$ cat src/rtl/imm_encoder.sv
// Immediate encoder: turns a 32-bit value plus ImmSrc class back into the 24-bit instruction field.
// Define IMM_ENC_ROT_EN to enable the multi-cycle rotated-immediate search for DP values.
module imm_encoder #(
    parameter logic [1:0] DP  = 2'b00,
    parameter logic [1:0] MEM = 2'b01,
    parameter logic [1:0] B   = 2'b10
) (
    input  logic        clk,
    input  logic        reset_n,
    input  logic        in_valid,
    output logic        in_ready,
    input  logic [31:0] Value,
    input  logic [1:0]  ImmSrc,
    output logic        out_valid,
    input  logic        out_ready,
    output logic [23:0] Instr,
    output logic        ok
);

    typedef enum logic [1:0] {
        S_IDLE   = 2'd0,
        S_SEARCH = 2'd1,
        S_DONE   = 2'd2
    } state_t;

    state_t      r_state;
    state_t      w_next;
    logic        w_accept;
    logic [31:0] r_value;
    logic [1:0]  r_src;
    logic [24:0] w_direct;

`ifdef IMM_ENC_ROT_EN
    logic [3:0]  r_rot;
    logic        r_vld_p0;
    logic [31:0] r_cand_p0;
    logic [3:0]  r_rot_p0;
    logic [23:0] r_srch_instr;
    logic        r_srch_ok;
    logic        w_cand_hit;

    function automatic logic [31:0] rol2(input logic [31:0] v, input logic [3:0] r);
        logic [63:0] w_dbl;
        w_dbl = {v, v} << {r, 1'b0};
        return w_dbl[63:32];
    endfunction

    assign w_cand_hit = (r_cand_p0[31:8] == 24'h0);
`endif

    // Single-cycle encodings; result is {ok, Instr}, Instr forced to zero when not encodable.
    function automatic logic [24:0] enc_direct(input logic [31:0] v, input logic [1:0] src);
        logic [24:0] res;
        res = 25'h0;
        case (src)
            DP: begin
                if (v[31:8] == 24'h0)
                    res = {1'b1, 16'h0, v[7:0]};
            end
            MEM: begin
                if (v[31:12] == 20'h0)
                    res = {1'b1, 12'h0, v[11:0]};
            end
            B: begin
                if ((v[1:0] == 2'b00) && ((v[31:25] == 7'h00) || (v[31:25] == 7'h7F)))
                    res = {1'b1, v[25:2]};
            end
            default: res = 25'h0;
        endcase
        return res;
    endfunction

    assign w_direct = enc_direct(r_value, r_src);

    always_comb begin
        w_next    = r_state;
        w_accept  = 1'b0;
        in_ready  = (r_state == S_IDLE);
        out_valid = (r_state == S_DONE);
        case (r_state)
            S_IDLE: begin
                if (in_valid) begin
                    w_accept = 1'b1;
`ifdef IMM_ENC_ROT_EN
                    w_next = (ImmSrc == DP) ? S_SEARCH : S_DONE;
`else
                    w_next = S_DONE;
`endif
                end
            end
            S_SEARCH: begin
`ifdef IMM_ENC_ROT_EN
                if (r_vld_p0 && (w_cand_hit || (r_rot_p0 == 4'hF)))
                    w_next = S_DONE;
`else
                w_next = S_IDLE;
`endif
            end
            S_DONE: begin
                if (out_ready)
                    w_next = S_IDLE;
            end
            default: w_next = S_IDLE;
        endcase
    end

    always_ff @(posedge clk or negedge reset_n) begin
        if (!reset_n)
            r_state <= S_IDLE;
        else
            r_state <= w_next;
    end

    always_ff @(posedge clk or negedge reset_n) begin
        if (!reset_n) begin
            r_value <= 32'h0;
            r_src   <= 2'b00;
        end else if (w_accept) begin
            r_value <= Value;
            r_src   <= ImmSrc;
        end
    end

`ifdef IMM_ENC_ROT_EN
    // Stage p0: one candidate rotation registered per cycle, tested the cycle after.
    always_ff @(posedge clk or negedge reset_n) begin
        if (!reset_n) begin
            r_rot        <= 4'h0;
            r_vld_p0     <= 1'b0;
            r_srch_ok    <= 1'b0;
            r_srch_instr <= 24'h0;
        end else if (w_accept) begin
            r_rot    <= 4'h0;
            r_vld_p0 <= 1'b0;
        end else if (r_state == S_SEARCH) begin
            r_rot    <= r_rot + 4'd1;
            r_vld_p0 <= 1'b1;
            if (w_next == S_DONE) begin
                r_vld_p0     <= 1'b0;
                r_srch_ok    <= w_cand_hit;
                r_srch_instr <= w_cand_hit ? {12'h0, r_rot_p0, r_cand_p0[7:0]} : 24'h0;
            end
        end
    end

    always_ff @(posedge clk) begin
        if (r_state == S_SEARCH) begin
            r_cand_p0 <= rol2(r_value, r_rot);
            r_rot_p0  <= r_rot;
        end
    end
`endif

    always_comb begin
        Instr = 24'h0;
        ok    = 1'b0;
        if (r_state == S_DONE) begin
`ifdef IMM_ENC_ROT_EN
            if (r_src == DP) begin
                Instr = r_srch_instr;
                ok    = r_srch_ok;
            end else
`endif
            begin
                Instr = w_direct[23:0];
                ok    = w_direct[24];
            end
        end
    end

endmodule

$ cat config.mk
export PLATFORM = sky130hd
export DESIGN_NAME = imm_encoder
export DESIGN_NICKNAME = d
export VERILOG_FILES = /design/src/rtl/imm_encoder.sv
export SDC_FILE = /design/constraint.sdc
export NUM_CORES = 1
export LEC_CHECK = 0
export CAP_MARGIN = 20
export CORE_MARGIN = 3
export CORE_UTILIZATION = 45
export CTS_CLUSTER_DIAMETER = 200
export DETAILED_ROUTE_END_ITERATION = 16
export GPL_TIMING_DRIVEN = 0
export PLACE_DENSITY = 0.93
export SLEW_MARGIN = 20
export SYNTH_ARGS = -nofsm -noshare
export SYNTH_HDL_FRONTEND = slang
export SYNTH_SLANG_ARGS = --single-unit
$ cat constraint.sdc
create_clock -name clk -period 3.2 [get_ports clk]
set_clock_uncertainty 0.2 [all_clocks]
set_input_delay 0.32 -clock clk [delete_from_list [all_inputs] [get_ports clk]]
set_output_delay 0.32 -clock clk [all_outputs]
set_load 0.01 [all_outputs]
==> out/results.ini, run 1 <==
[run_status]
status = finished clean

[global_routing]
met3_usage_pct = 4.22
overflow = 0
grt_pass1_vias = 1376
grt_pass1_wl_um = 6710
grt_util_met1_pct = 23.4
met2_usage_pct = 36.1
grt_max_degree = 36
grt_usage_pct = 20.5
grt_busiest_layer = met2
antenna_found_initial = 0

[cells_and_area]
nets = 239
area_growth_pct = 50.3
stdcell_count = 248
antennaDiodeCount = 0
final_util_pct = 72.8
seqCellArea_um2 = 876
drive_gt1_share_pct = 25.7
nFillCells = 243
multi_input_area_um2 = 769

[sta]
period_needed_ns = 3.11
rsz0062_at_grt = false
max_freq_ghz = 0.322
finalHoldViolCount = 0
tns_ns = 0
slew_headroom_pct = 49.5
slew_violations = 0
hold_ws_ns = 0.331
setup_viol = 0
worst_pin_slew_ns = 0.758
finalCritPeriodShare_pct = 97.1

[synthesis]
synth.top_cell.area_share_pct = 52.2
ys_seq_area_share_pct = 52.2
synthFlopType = dfrtp_1
synthTopCellsByCount = 35 x dfrtp_1, 34 x mux2_2, 12 x and2_1
yosysTopAreaCell = dfrtp_1
synth_mux_area_share_pct = 22.8
synth-compound-area-share_pct = 9.09
yosys.area_share.simple_pct = 13.5
syn-num-nets = 163
synth_fa_ha_area_share_pct = 0
async_flop_share_pct = 100
yosys.area_share.xor_xnor_pct = 0
synth_top_family_by_area = multiplexers
syn_area_um2 = 1680
ys_seq_elements = 35
yosysMostFrequentCell = dfrtp_1
synth_area_leaders = dfrtp_1 52%, mux2_2 23%, a32o_1 4.8%
synth-edff-count = 0
avgSynthCellArea_um2 = 13.4
synthDistinctLibCells = 22
ys_warn_count = 0
syn_inst = 125

[worst_hold_path]
min_to = r_value[18]$_DFFE_PN0P_
worstHoldStart = r_value[18]$_DFFE_PN0P_
whs_path_depth = 1
hp-class = register to register

[worst_setup_path]
crit_family = simple AND/OR/NAND/NOR gates
critical_path_class = register to output pin
worst_path_largest_cell_delay_ns = 0.56
r2r-start = r_state[1]$_DFFE_PN0P_
crit_buf_inv = 2
crit_chain = or4_4 > nor4_4 > o211a_4 > buf_6 > o2bb2ai_1 > clkdlybuf4s50_1
ff2ff_path_depth = 4
crit_fanout = 10
crit_arrival_ns = 2.59
cp-end-kind = output pin
r2r_setup_slack_ns = 1.00
required_ns = 2.68
cp-start-kind = register
reg2reg_to = r_value[30]$_DFFE_PN0P_
slowest_stage = clkdlybuf4s50_1

[clock_tree]
cts_buffers = 5
clock_sinks = 35
clk_pin_slew_worst_paths_ns = 0.07
clock_path_buffers = 2
cts_root_buffer = clkbuf_8
htree_levels = 2
cts_tree = done
clk_latency_ns = 0.29

[floorplan]
start_util_pct = 48.4
num_rows = 21
core_area_um2 = 3470
die_area_um2 = 4500
die_x_um = 67.1
die_y_um = 67.1
io_pins = 65

[place]
hpwl_um = 3120
gp_congestion = 0.779
port_buffers = 64
dp_cells = 235

[power]
leakage_nw = 1.05
power.density_nw_per_um2 = 484
ir_drop_uv = 333

[flow_run]
drv_cap = 0

[detailed_routing]
num_vias = 1361
wl_per_cell_um = 17.2
drt_wl_total_um = 4260
ant_nets = 0
post-route-drc-count = 0
via_per_inst = 5.49
drt_pre_antenna_iters = 4
drt-initial-drc-count = 50

-- worst max path at each step --
stage / from / to / slack (ns) / cells after the start
floorplan: r_value[30]$_DFFE_PN0P_ / Instr[0] / 0.89 / 4
global placement: r_value[30]$_DFFE_PN0P_ / Instr[6] / 0.26 / 5
CTS: r_value[30]$_DFFE_PN0P_ / Instr[8] / 0.002 / 6
global route: r_value[30]$_DFFE_PN0P_ / Instr[11] / 0.01 / 6
finish: r_value[30]$_DFFE_PN0P_ / Instr[11] / 0.09 / 6
detailed placement: r_value[30]$_DFFE_PN0P_ / Instr[4] / 0.18 / 5
-- area by class of cell --
| type | instances | area share, % |
|---|---|---|
| plain buffers | 6 | 1.49 |
| clock buffers | 8 | 3.97 |
| inverters | 1 | 0.149 |
| multi-input cells | 83 | 30.5 |
| flip-flops and latches | 35 | 34.7 |
| well taps | 46 | 2.28 |
| repair buffers | 69 | 26.9 |
-- kinds of logic after synthesis --
group | count (synthesis)
DFF | 35
muxes | 34
and+or+nand+nor | 32
AOI/OAI and AO/OA | 17
buffers and inverters | 7
-- registers in the layout, indices dropped and copies added, names as in the netlist --
name     count
r_src        2
r_state      1
r_value     32
-- routing by layer --
layer,up-vias,routed length (um)
li1,625,-
met1,674,1690
met2,55,2170
met3,7,300
met4,0,88
met5,-,0
-- report_power, final --
group | total (mW) | switching (mW) | internal, mW
Sequential | 0.639 | 0.0972 | 0.542
Clock | 0.352 | 0.156 | 0.196
Combinational | 0.231 | 0.0826 | 0.148
Total | 1.22 | 0.335 | 0.887
-- metrics by stage --
stage | area [um^2] | total power [mW] | setup slack [ns]
detailed placement | 2370 | 0.874 | 0.185
finish | 2520 | 1.22 | 0.0924
global placement | 2380 | 0.851 | 0.256
global route | 2520 | 1.28 | 0.0112
floorplan | 1680 | 0.759 | 0.885
CTS | 2510 | 1.22 | 0.00250
-- timing repair --
item / CTS / global route
endpoints found under the setup margin: 25 / 16
hold endpoints to repair: 35 / 0
hold buffers: 1 / 0
pin swaps: 1 / 1
gates resized for setup: 10 / 1
setup buffers: 3 / 1
-- cells in the final DEF (no fill, tap or decap), types with 2 or more instances in the layout --
cell             netlist  final
clkdlybuf4s50_1        0     53
dfrtp_1               35     35
mux2_2                34     34
and2_1                12     12
dlygate4sd2_1          0      9
a32o_1                 8      8
clkbuf_8               0      7
nand4_1                6      6
nor4_1                 4      4
o2bb2ai_1              4      4
clkbuf_1               3      4
nor2_1                 3      3
buf_4                  0      3
buf_6                  2      2
nor2b_1                2      2
o21a_1                 2      2
(Power assumes the default switching activity.)
==> run 2: changes to the inputs <==
--- a/config.mk
+++ b/config.mk
@@ -8,7 +8,7 @@
 export CAP_MARGIN = 20
 export CORE_MARGIN = 3
 export CORE_UTILIZATION = 45
-export CTS_CLUSTER_DIAMETER = 200
+export CTS_CLUSTER_DIAMETER = 100
 export DETAILED_ROUTE_END_ITERATION = 16
 export GPL_TIMING_DRIVEN = 0
 export PLACE_DENSITY = 0.93
==> results of run 2 <==
Final layout, timing and power as in run 1 (identical DEF).
==> run 3: changes to the inputs <==
--- a/config.mk
+++ b/config.mk
@@ -9,10 +9,10 @@
 export CORE_MARGIN = 3
 export CORE_UTILIZATION = 45
 export CTS_CLUSTER_DIAMETER = 100
+export CTS_CLUSTER_SIZE = 16
 export DETAILED_ROUTE_END_ITERATION = 16
 export GPL_TIMING_DRIVEN = 0
 export PLACE_DENSITY = 0.93
-export SLEW_MARGIN = 20
 export SYNTH_ARGS = -nofsm -noshare
 export SYNTH_HDL_FRONTEND = slang
 export SYNTH_SLANG_ARGS = --single-unit
==> results of run 3 <==
Final layout, timing and power as in run 1 (identical DEF).
